## config.mk

```make
export PLATFORM = sky130hd
export DESIGN_NAME = lm_sm_sequencer_flat
export DESIGN_NICKNAME = d
export VERILOG_FILES = /design/src/rtl/lm_sm_sequencer_pkg.sv /design/src/rtl/lm_sm_sequencer_if.sv /design/src/rtl/lm_sm_sequencer_priority_encoder_8.sv /design/src/rtl/lm_sm_sequencer.sv /design/src/flat_wrapper.sv
export SDC_FILE = /design/constraint.sdc
export NUM_CORES = 1
export LEC_CHECK = 0
export ABC_AREA = 1
export CORE_MARGIN = 2
export CORE_UTILIZATION = 48
export CTS_CLUSTER_DIAMETER = 60
export CTS_CLUSTER_SIZE = 25
export DETAILED_ROUTE_END_ITERATION = 8
export PLACE_DENSITY = 0.83
export SYNTH_ARGS = -nofsm -noshare
export SYNTH_HDL_FRONTEND = slang
export SYNTH_SLANG_ARGS = --single-unit
```

## constraint.sdc

```tcl
create_clock -name clk -period 1.8 [get_ports clk]
set_input_delay 0.36 -clock clk [delete_from_list [all_inputs] [get_ports clk]]
set_output_delay 0.36 -clock clk [all_outputs]
set_load 0.01 [all_outputs]
```

## src/rtl/lm_sm_sequencer_pkg.sv

```systemverilog
// Shared definitions for the LM/SM multi-register transfer sequencer.
//   state_t     : FSM encoding (IDLE/XFER/DONE)
//   REG_SEL_MEM : register-file write-back select for memory data
//   R7_SEL_MEM  : R7 data select for memory data
//   R7_IDX      : mask index that routes to the dedicated R7 write port
package lm_sm_sequencer_pkg;

    typedef enum logic [1:0] {
        IDLE = 2'd0,
        XFER = 2'd1,
        DONE = 2'd2
    } state_t;

    localparam logic [1:0] REG_SEL_MEM = 2'b00;
    localparam logic [2:0] R7_SEL_MEM  = 3'b001;
    localparam logic [2:0] R7_IDX      = 3'd7;

endpackage

```

## src/rtl/lm_sm_sequencer_if.sv

```systemverilog
// Request/memory/register-file bundle of the LM/SM sequencer.
//   master : pipeline/memory side (drives start, isLoad, mask, baseAddr, memReady)
//   slave  : sequencer side (drives busy, stall, memory strobes, register writes, done)
interface lm_sm_sequencer_if #(
    parameter int ADDR_W = 16,
    parameter int MASK_W = 8
);
    logic              start;
    logic              isLoad;
    logic [MASK_W-1:0] mask;
    logic [ADDR_W-1:0] baseAddr;
    logic              memReady;

    logic              busy;
    logic              pipeStall;
    logic [ADDR_W-1:0] memAddr;
    logic              memReadEn;
    logic              memWriteEn;
    logic [2:0]        regAddr;
    logic              regWriteEn;
    logic [1:0]        regSelect;
    logic              r7WriteEn;
    logic [2:0]        r7Select;
    logic              done;

    modport master (
        output start, isLoad, mask, baseAddr, memReady,
        input  busy, pipeStall, memAddr, memReadEn, memWriteEn, regAddr,
               regWriteEn, regSelect, r7WriteEn, r7Select, done
    );

    modport slave (
        input  start, isLoad, mask, baseAddr, memReady,
        output busy, pipeStall, memAddr, memReadEn, memWriteEn, regAddr,
               regWriteEn, regSelect, r7WriteEn, r7Select, done
    );
endinterface

```

## src/rtl/lm_sm_sequencer_priority_encoder_8.sv

```systemverilog
// Lowest-set-bit finder for the 8-bit remaining-register mask.
//   vec   : input vector
//   idx   : index of the lowest set bit (0 when vec is zero)
//   valid : vec has at least one bit set
module priority_encoder_8 (
    input  logic [7:0] vec,
    output logic [2:0] idx,
    output logic       valid
);
    always_comb begin
        idx   = 3'd0;
        valid = |vec;
        // Scan from the top down so the lowest set bit is the last one written.
        for (int i = 7; i >= 0; i--) begin
            if (vec[i]) idx = 3'(i);
        end
    end
endmodule

```

## src/rtl/lm_sm_sequencer.sv

```systemverilog
// LM/SM sequencer: walks the register mask lowest bit first, issuing one
// memory access per selected register at consecutive addresses while the
// upstream pipeline is stalled, then pulses done for one cycle.
//   clk, reset : clock and synchronous active-high reset
//   bus        : slave side of lm_sm_sequencer_if (request in, memory strobes,
//                register-file write controls, busy/stall/done out)
module lm_sm_sequencer
    import lm_sm_sequencer_pkg::*;
#(
    parameter int ADDR_W = 16,
    parameter int MASK_W = 8
) (
    input  logic               clk,
    input  logic               reset,
    lm_sm_sequencer_if.slave   bus
);
    state_t            state, state_nx;
    logic [MASK_W-1:0] remMask, rem_nx;
    logic [ADDR_W-1:0] addrReg, addr_nx;
    logic              dirReg, dir_nx;

    logic [7:0]        enc_in;
    logic [2:0]        cur_idx;
    logic              cur_vld;
    logic [MASK_W-1:0] cur_bit;

    // Mask is at most 8 registers wide; narrower masks are zero-extended.
    assign enc_in  = 8'(remMask);
    assign cur_bit = MASK_W'(1) << cur_idx;

    priority_encoder_8 u_penc (
        .vec   (enc_in),
        .idx   (cur_idx),
        .valid (cur_vld)
    );

    always_ff @(posedge clk) begin
        if (reset) begin
            state   <= IDLE;
            remMask <= '0;
            addrReg <= '0;
            dirReg  <= 1'b0;
        end else begin
            state   <= state_nx;
            remMask <= rem_nx;
            addrReg <= addr_nx;
            dirReg  <= dir_nx;
        end
    end

    always_comb begin
        state_nx = state;
        rem_nx   = remMask;
        addr_nx  = addrReg;
        dir_nx   = dirReg;
        case (state)
            IDLE: begin
                if (bus.start) begin
                    rem_nx   = bus.mask;
                    addr_nx  = bus.baseAddr;
                    dir_nx   = bus.isLoad;
                    state_nx = (|bus.mask) ? XFER : DONE;
                end
            end
            XFER: begin
                if (!cur_vld) begin
                    // Unreachable with a nonzero latched mask; recover cleanly.
                    state_nx = DONE;
                end else if (bus.memReady) begin
                    rem_nx   = remMask & ~cur_bit;
                    addr_nx  = addrReg + ADDR_W'(1);
                    if (rem_nx == '0) state_nx = DONE;
                end
            end
            DONE:    state_nx = IDLE;
            default: state_nx = IDLE;
        endcase
    end

    always_comb begin
        bus.busy       = (state != IDLE);
        bus.pipeStall  = ((state == IDLE) && bus.start) || (state == XFER);
        bus.memAddr    = '0;
        bus.memReadEn  = 1'b0;
        bus.memWriteEn = 1'b0;
        bus.regAddr    = 3'd0;
        bus.regWriteEn = 1'b0;
        bus.r7WriteEn  = 1'b0;
        bus.regSelect  = REG_SEL_MEM;
        bus.r7Select   = R7_SEL_MEM;
        bus.done       = (state == DONE);
        if (state == XFER) begin
            bus.memAddr    = addrReg;
            bus.regAddr    = cur_idx;
            bus.memReadEn  = dirReg;
            bus.memWriteEn = !dirReg;
            // R7 (PC) has its own write port; loads commit only on memReady.
            if (dirReg && bus.memReady) begin
                bus.regWriteEn = (cur_idx != R7_IDX);
                bus.r7WriteEn  = (cur_idx == R7_IDX);
            end
        end
    end
endmodule

```

## src/flat_wrapper.sv

```systemverilog
// flat-port wrapper written by rule: the top's interface ports become plain ports
module lm_sm_sequencer_flat import lm_sm_sequencer_pkg::*;
#(
    parameter int ADDR_W = 16,
    parameter int MASK_W = 8
)
  (clk, reset, bus_start, bus_isLoad, bus_mask, bus_baseAddr, bus_memReady, bus_busy, bus_pipeStall, bus_memAddr, bus_memReadEn, bus_memWriteEn, bus_regAddr, bus_regWriteEn, bus_regSelect, bus_r7WriteEn, bus_r7Select, bus_done);
  lm_sm_sequencer_if #(.ADDR_W(ADDR_W), .MASK_W(MASK_W)) bus_i ();
  input  logic clk;
  input  logic reset;
  input wire logic [$bits(bus_i.start)-1:0] bus_start;
  input wire logic [$bits(bus_i.isLoad)-1:0] bus_isLoad;
  input wire logic [$bits(bus_i.mask)-1:0] bus_mask;
  input wire logic [$bits(bus_i.baseAddr)-1:0] bus_baseAddr;
  input wire logic [$bits(bus_i.memReady)-1:0] bus_memReady;
  output wire logic [$bits(bus_i.busy)-1:0] bus_busy;
  output wire logic [$bits(bus_i.pipeStall)-1:0] bus_pipeStall;
  output wire logic [$bits(bus_i.memAddr)-1:0] bus_memAddr;
  output wire logic [$bits(bus_i.memReadEn)-1:0] bus_memReadEn;
  output wire logic [$bits(bus_i.memWriteEn)-1:0] bus_memWriteEn;
  output wire logic [$bits(bus_i.regAddr)-1:0] bus_regAddr;
  output wire logic [$bits(bus_i.regWriteEn)-1:0] bus_regWriteEn;
  output wire logic [$bits(bus_i.regSelect)-1:0] bus_regSelect;
  output wire logic [$bits(bus_i.r7WriteEn)-1:0] bus_r7WriteEn;
  output wire logic [$bits(bus_i.r7Select)-1:0] bus_r7Select;
  output wire logic [$bits(bus_i.done)-1:0] bus_done;
  assign bus_i.start = bus_start;
  assign bus_i.isLoad = bus_isLoad;
  assign bus_i.mask = bus_mask;
  assign bus_i.baseAddr = bus_baseAddr;
  assign bus_i.memReady = bus_memReady;
  assign bus_busy = bus_i.busy;
  assign bus_pipeStall = bus_i.pipeStall;
  assign bus_memAddr = bus_i.memAddr;
  assign bus_memReadEn = bus_i.memReadEn;
  assign bus_memWriteEn = bus_i.memWriteEn;
  assign bus_regAddr = bus_i.regAddr;
  assign bus_regWriteEn = bus_i.regWriteEn;
  assign bus_regSelect = bus_i.regSelect;
  assign bus_r7WriteEn = bus_i.r7WriteEn;
  assign bus_r7Select = bus_i.r7Select;
  assign bus_done = bus_i.done;
  lm_sm_sequencer #(.ADDR_W(ADDR_W), .MASK_W(MASK_W)) u_core (.clk(clk), .reset(reset), .bus(bus_i));
endmodule
```

# --- Word level (Yosys, flattened, before mapping) ---
# Cells that the tools add are included.
totals:
  out_inout_bits: 31
  reg_bits: 27
  mem_bits_ro: 0
  word_cells: 60
  latchBits: 0
  ramBits: 0
  memories: 0
op_classes:
  n_reduce_logical: 13
  magnitude_cmp: 0
  n_div: 0
  n_bitwise: 2
  mul: 0
  shifts: 1
  n_addsub: 1
  n_eq_ne: 9
  n_mux: 30
op_table:
  columns: ["op", "n"]
  rows:
  - ["2-to-1 mux 16 bit", 4]
  - ["one-hot mux 16 bit (2 select lines)", 1]
  - ["2-to-1 mux 3 bit", 9]
  - ["2-to-1 mux 8 bit", 3]
  - ["adder 16 x 1 -> 16 bit, second input constant", 1]
  - ["one-hot mux 8 bit (2 select lines)", 1]
  - ["OR reduction 8 bit", 2]
  - ["2-to-1 mux 2 bit", 5]
  - ["inequality test 3 bit, second input constant", 3]
  - ["AND 8 bit", 1]
  - ["logical NOT 8 bit", 1]
  - ["NOT 8 bit", 1]
  - ["left shift 1 x 3 -> 8 bit, first input constant", 1]
  - ["2-to-1 mux 1 bit", 6]
  - ["inequality test 2 bit, second input constant", 2]
  - ["one-hot mux 2 bit (2 select lines)", 1]
  - ["AND reduction 4 bit", 1]
  - ["nonzero test 2 bit", 2]
  - ["equality test 3 bit, second input constant", 1]
  - ["AND reduction 3 bit", 1]
  - ["equality test 2 x 1 -> 1 bit, second input constant", 1]
  - ["equality test 2 bit, second input constant", 1]
  - ["logical AND 1 bit", 2]
  - ["logical NOT 2 bit", 1]
  - ["4 further kinds", 4]

# --- Depth between registers and ports, before layout ---
# Gate-level depths: netlist (run 1).
logic_depth:
  ltp_word: 16
  depth_mapped: 15
  ltp_nobuf: 15

# --- Cells and area by module ---
# Synthesis (run 1) repeated with hierarchy kept, for this count alone.
unflattened:
  hier_cells: 319
  hier_area_um2: 1958.1
by_module_without_submodules:
  columns: ["module", "n_inst", "area_each_um2", "cells_each", "seq_area_each_um2"]
  rows:
  - ["lm_sm_sequencer", 1, 1859.3, 297, 540.5]
  - ["priority_encoder_8", 1, 98.8, 22, 0.0]

# --- Worst setup path after synthesis (run 1) ---
# Ideal clock, no wire load.
synth_path:
  kind: "register to output"
  start: "register u_core.state[0]"
  end: "output port bus_r7WriteEn"
  stages_incl_launch_ff: 5
  slack_ns: 0.168
  t_arrival_ns: 1.272
  path_cell_list: "dfxtp_1 > nand2_1 > buf_2 > buf_2 > nor4_1"
synth_via:
  elab_chain_len: 2
synth_lines:
  columns: ["element", "line", "source"]
  rows:
  - ["start: declaration", "lm_sm_sequencer.sv:17", "state_t state, state_nx;"]
  - ["start signal: assignment", "lm_sm_sequencer.sv:44", "state <= state_nx;"]
  - ["equality test 2 x 1 -> 1 bit", "lm_sm_sequencer.sv:92", "if (state == XFER) begin"]
  - ["2-to-1 mux 1 bit", "lm_sm_sequencer.sv:92", null]
  - ["end: declaration", "flat_wrapper.sv:24", "output wire logic [$bits(bus_i.r7WriteEn)-1:0] bus_r7WriteEn;"]
# No other way between the ends.

# --- Worst setup path after layout (run 1) ---
layout_path:
  start: "register u_core.remMask[5], in the netlist u_core.enc_in[5]"
  end: "output port bus_regWriteEn"
layout_via:
  elab_chain_len: 9
layout_lines:
  columns: ["element", "line", "source"]
  rows:
  - ["start: declaration", "lm_sm_sequencer.sv:18", "logic [MASK_W-1:0] remMask, rem_nx;"]
  - ["start signal: assignment", "lm_sm_sequencer.sv:45", "remMask <= rem_nx;"]
  - ["2-to-1 mux 3 bit (6 in a row)", "lm_sm_sequencer_priority_encoder_8.sv:15", "if (vec[i]) idx = 3'(i);"]
  - ["inequality test 3 bit", "lm_sm_sequencer.sv:99", "bus.regWriteEn = (cur_idx != R7_IDX);"]
  - ["2-to-1 mux 1 bit", "lm_sm_sequencer.sv:98", "if (dirReg && bus.memReady) begin"]
  - ["2-to-1 mux 1 bit", "lm_sm_sequencer.sv:92", null]
  - ["end: declaration", "flat_wrapper.sv:22", "output wire logic [$bits(bus_i.regWriteEn)-1:0] bus_regWriteEn;"]
# No other way between the ends.

==> results of run 1 <==
## layout make-up
cell class | instances | share of cell area (%)
inverters | 40 | 5.499
flip-flops and latches | 27 | 19.56
well taps | 50 | 2.217
multi-input cells | 209 | 44.57
repair buffers | 86 | 26.56
clock buffers | 4 | 1.596
## cells in the mapped netlist, types with 2 or more instances
master    number
a21oi_1        9
a21oi_2        4
a221oi_2       5
a31oi_1       10
a41oi_1        3
a41oi_2        3
buf_2          5
buf_4          6
buf_6          2
clkbuf_1       4
conb_1         2
dfxtp_1       27
inv_1         35
inv_2          4
nand2_1       64
nand2_2        3
nand2_4        2
nand3_1       10
nand4_1        6
nor2_1        30
nor2_2         4
nor2_4         3
nor3_1         5
nor3_4         2
nor4_1         3
o21ai_0       13
o21ai_1        9
o21ai_2        2
xor2_1         2
## per-stage QoR
stage | hold slack [ps] | area (um2)
after CTS | 507.0 | 2743
after floorplan | 462.0 | 2023
after global routing | 520.5 | 2821
after global placement | 482.3 | 2718
final | 488.8 | 2821
after detailed placement | 492.9 | 2718
## logic make-up after synthesis
logic type,count (synthesis)
DFF,27
AOI/OAI and AO/OA,62
other,2
and+or+nand+nor,139
adders and majority gates,1
xor gates and xnor gates,2
buffers and inverters,59
## worst max-delay path by stage
| stage | startpoint | to | cells past startpoint |
|---|---|---|---|
| after floorplan | u_core.state[0] | bus_r7WriteEn | 4 |
| after global placement | bus_memReady | bus_r7WriteEn | 4 |
| after detailed placement | bus_memReady | bus_r7WriteEn | 4 |
| after CTS | u_core.enc_in[1] | bus_regWriteEn | 8 |
| after global routing | u_core.enc_in[6] | bus_regAddr[0] | 10 |
| final | u_core.enc_in[5] | bus_regWriteEn | 8 |
## placed cells by master, fill, tap and decap left out, types with 3 or more instances in the layout
master / n
nor2_4: 5
clkdlybuf4s50_1: 28
dfxtp_1: 20
a21oi_1: 9
nor3_1: 5
clkdlybuf4s15_1: 5
buf_2: 4
o21ai_0: 13
conb_1: 5
nand2_2: 9
nor2_2: 9
buf_4: 29
o21ai_1: 9
clkbuf_8: 3
buf_6: 4
nand2_1: 58
inv_1: 33
a41oi_2: 3
a21oi_2: 4
nand4_1: 6
a221oi_2: 5
inv_2: 6
nand3_1: 9
a31oi_1: 10
a41oi_1: 3
dfxtp_2: 6
dlygate4sd2_1: 13
nor2_1: 23
## worst max-delay path, cell delays in order, from the launching register on
cell,delay [ps]
dfxtp_4,370
nor2_4,120
nand2_2,80
nor2_4,130
nand3_2,100
buf_6,140
nand3_2,50
inv_2,40
buf_6,110
## routing by layer
layer | vias up | track usage, % | share of wire, %
met5 | - | 0 | 0
met4 | 0 | 6.373 | 0.78
met3 | 6 | 2.922 | 4.8
met2 | 74 | 41.11 | 50
met1 | 1010 | 28.32 | 44
li1 | 1115 | - | -
## report_power, final
| part | total, uW | internal [uW] | leakage [uW] | switching, uW |
|---|---|---|---|---|
| registers | 1160 | 903 | 0.000226 | 256 |
| logic | 2980 | 1250 | 0.00102 | 1720 |
| clock network | 350 | 159 | 0.0000228 | 191 |
| total | 4480 | 2310 | 0.00127 | 2170 |
## state kept, by name, summed over array words and instances (netlist names)
register and cells:
u_core.state 2, u_core.addrReg 16, u_core.dirReg 1, u_core.enc_in 8
## timing repair
action / CTS / global route
endpoints found under the setup margin: 25 / 23
gates resized for setup: 42 / 41
cloned: 0 / 0
setup buffers: 1 / 2
pin swaps: 2 / 8
==> reports/metrics.yaml, run 1 <==
port_buffers: 54
first_global_vias: 1983
regArea_um2: 551.8
stdcell_count: 416
ff2ff_path_depth: 14
hold_viol: 0
start_util_pct: 49.94
ir_drop_uv: 802.0
cts_tree: "built"
synth_top_family_by_area: "simple AND/OR/NAND/NOR gates"
ys_seq_area_share_pct: 26.87
yosysTopAreaCell: "dfxtp_1"
power_density_nw_per_um2: 1589
drt_first_pass_iters: 4
cp_max_fo: 3
dieArea_um2: 4725
synth-simple-area-share_pct: 34.70
fin_tns_setup_ps: 0
grt.total_usage_pct: 22.80
multi_input_area_um2: 1257
wl_per_cell_um: 12.63
hp-class: "reg2reg"
leakagePower_uw: 0.001270
synth-edff-count: 0
numCtsBuffers: 3
boundaryPins: 60
dp_cells: 409
synthArstFlopShare_pct: 0
fmax_mhz: 567.4
cts_root_buf: "clkbuf_8"
core_area_um2: 4029
vias: 2205
clkTransAtPathRegs_ps: 90
overflow: 0
postSynthCellCount: 292
synth_compound_area_share_pct: 22.70
drc_errors: 0
htreeDepth: 1
worstSetupStartpointType: "flip-flop"
min-delay-start: "u_core.addrReg[0]"
antenna_found_initial: 0
cts-hold-fix-buffers: 0
dieHeight_um: 68.74
rows: 23
syn_area_per_cell_um2: 6.890
endpoint_kind: "output port"
grt_max_degree: 28
drive_gt1_share_pct: 28.96
clock_sinks: 27
gp_congestion: 0.8387
antenna_cells: 0
grt_pass1_wl_mm: 8.293
status: "completed"
synth_top_area_share_pct: 26.87
clockBufferDepth: 2
muxShareOfSynthArea_pct: 0
fin_skew_ps: 2.054
min_path_cells: 2
crit_type: "reg2out"
routed_wl_mm: 5.254
setup_ws_ps: 37.53
drtIter0Drc: 109
ant_nets: 0
cap_violations: 0
final_util_pct: 70.03
synth_adder_area_share_pct: 0.6219
timing.rr.end: "u_core.state[0]"
ys_ff_latch: 27
slew_viol_final: 0
power.total_uw: 4484
synthTopCellsByArea: "dfxtp_1 27%, nand2_1 12%, inv_1 6.5%, nor2_1 5.6%, a221oi_2 3.7%"
r2r-start: "u_core.enc_in[5]"
vias_per_cell: 5.300
rrSetupSlack_ps: 130
synth_warnings: 0
dp_slack_ps: -282.3
syn_area_um2: 2012
ys_types: 44
setup_viol: 0
syn_to_final_growth_pct: 40.24
hold_end: "u_core.addrReg[0]"
period_share_pct: 97.91
ys.flop_type: "dfxtp_1"
worstPathArrival_ps: 1400
final_nets: 397
die_width_um: 68.74
hpwl_mm: 3.933
period_minus_slack_ps: 1762
insertion_delay_ps: 270
synth-xor-area-share_pct: 0.8706
required_ps: 1440
fill_cells: 353
Power figures use the tool's default switching activity.
==> run 2: changes to the inputs <==
TNS_END_PERCENT = 5   (was not set)
==> reports/metrics.yaml, run 2 (same netlist as run 1, synthesis figures left out) <==
rsz0062_at_grt: "yes"
numCtsBuffers: 3  # unchanged
syn_to_final_growth_pct: 36.88
cts_root_buf: "clkbuf_8"
routed_wl_mm: 5.024  # -4.4%
slew_viol_final: 0  # unchanged
port_buffers: 54  # unchanged
critPathLaunch: "u_core.enc_in[0]"
required_ps: 1440  # about the same
vias: 2154  # -2.3%
regArea_um2: 545.5  # -1.1%
hp-class: "reg2reg"
boundaryPins: 60  # unchanged
start_util_pct: 49.94  # unchanged
setup_ws_ps: -148.3  # -185.8 ps
gp_congestion: 0.8387  # unchanged
fmax_mhz: 513.3  # -9.5%
cts-hold-fix-buffers: 0  # unchanged
clkTransAtPathRegs_ps: 100  # about the same
power_density_nw_per_um2: 1569  # -1.3%
violations: "setup timing"
placed_cell_area_um2: 2718  # unchanged
cap_violations: 0  # unchanged
grt_max_degree: 28  # unchanged
vias_per_cell: 5.215  # -1.6%
worstPathArrival_ps: 1590  # +190 ps
cp_max_fo: 3  # unchanged
ff2ff_path_depth: 9  # -5
antenna_cells: 0  # unchanged
grt.total_usage_pct: 22.76  # -0.034 points
antenna_found_initial: 0  # unchanged
final_cell_mix: "61 x nand2_1, 35 x inv_1, 28 x clkdlybuf4s50_1"
period_share_pct: 108.2  # +10 points
final_nets: 394  # -0.76%
overflow: 0  # unchanged
htreeDepth: 1  # unchanged
status: "finished, violations left"
layout_commonest_cell: "nand2_1"
core_area_um2: 4029  # unchanged
grt_pass1_wl_mm: 8.280  # -0.16%
timing.rr.end: "u_core.enc_in[0]"
drc_errors: 0  # unchanged
largest_reg_flops: 16  # unchanged
crit_type: "reg2out"
worstSetupStartpointType: "flip-flop"
setup_viol: 1  # +1
rows: 23  # unchanged
endpoint_kind: "output port"
drtIter0Drc: 132  # +21%
min-delay-start: "u_core.addrReg[0]"
r2r-start: "u_core.enc_in[0]"
leakagePower_uw: 0.001280  # +0.75%
hpwl_mm: 3.933  # unchanged
holdWs_ps: 489.2  # +0.3450 ps
die_width_um: 68.74  # unchanged
post_cts_buffers: 0  # -1
insertion_delay_ps: 270  # about the same
dieArea_um2: 4725  # unchanged
rrSetupSlack_ps: 160  # +30 ps
ir_drop_uv: 792.7  # -1.2%
ant_nets: 0  # unchanged
period_minus_slack_ps: 1948  # +185.8 ps
clockBufferDepth: 2  # unchanged
drt_first_pass_iters: 4  # unchanged
dieHeight_um: 68.74  # unchanged
hold_viol: 0  # unchanged
fill_cells: 360  # +2.0%
drive_gt1_share_pct: 25.07  # -3.9 points
wl_per_cell_um: 12.16  # -3.7%
endpoint: "bus_regWriteEn"
multi_input_area_um2: 1221  # -2.9%
fin_skew_ps: 2.528  # +0.4736 ps
cts_tree: "built"
regMostFlops: "u_core.addrReg"
clock_sinks: 27  # unchanged
final_cell_area_um2: 2754  # -2.4%
first_global_vias: 1968  # -0.76%
## run 2: cell types whose count changed in the layout (fill, tap and decap cells not counted), sizes merged
cell,delta
buf,-5
dlymetal6s2s,+2
dlygate4sd2,-1
clkdlybuf4s15,-1
clkbuf,+2
## run 2: critical path, stage by stage (launching register included)
cell	delay [ps]
dfxtp_2	340
nor2_4	150
nand2_4	70
nor2_4	120
nand3_2	90
buf_4	150
nand3_1	60
inv_1	40
dlygate4sd2_1	280
## run 2: where the power goes
| group | switching (uW) | internal, uW | total (uW) |
|---|---|---|---|
| sequential | 236 | 891 | 1130 |
| combinational | 1660 | 1180 | 2840 |
| clock | 194 | 159 | 352 |
| total | 2090 | 2230 | 4320 |
## run 2: worst min path at each step
| stage | endpoint | cells past startpoint |
|---|---|---|
| after floorplan | u_core.addrReg[0] | 2 |
| after global placement | u_core.addrReg[0] | 2 |
| after detailed placement | u_core.addrReg[0] | 2 |
| after CTS | u_core.addrReg[0] | 2 |
| after global routing | u_core.addrReg[0] | 2 |
| final | u_core.addrReg[0] | 2 |
## run 2: area by class of cell
| type | count | area share (%) |
|---|---|---|
| flip-flops and latches | 27 | 19.81 |
| well taps | 50 | 2.272 |
| clock buffers | 4 | 1.636 |
| repair buffers | 83 | 26.31 |
| multi-input cells | 209 | 44.34 |
| inverters | 40 | 5.634 |
## run 2: per-stage QoR
stage	utilization (%)	total power, uW	setup TNS (ps)	setup WS, ps	std cells
detailed placement	67.45	3994	-1589	-282.3	409
global placement	67.45	3929	-972.5	-268.8	409
finish	68.35	4322	-148.3	-148.3	413
floorplan	-	2996	0	167.5	295
CTS	67.89	4273	-581.1	-212.0	413
global route	68.35	4707	-402.8	-219.3	413
## run 2: what timing repair did
item / 4_1_cts / 5_1_grt
pin swaps: 0 / 0
resized for setup: 35 / 28
endpoints found under the setup margin: 25 / 24
## run 2: layer usage
metal	global-route usage, %	share of wire [%]
met2	40.63	49
met4	6.618	0.82
met3	3.084	6.0
met5	0	0
met1	28.41	44
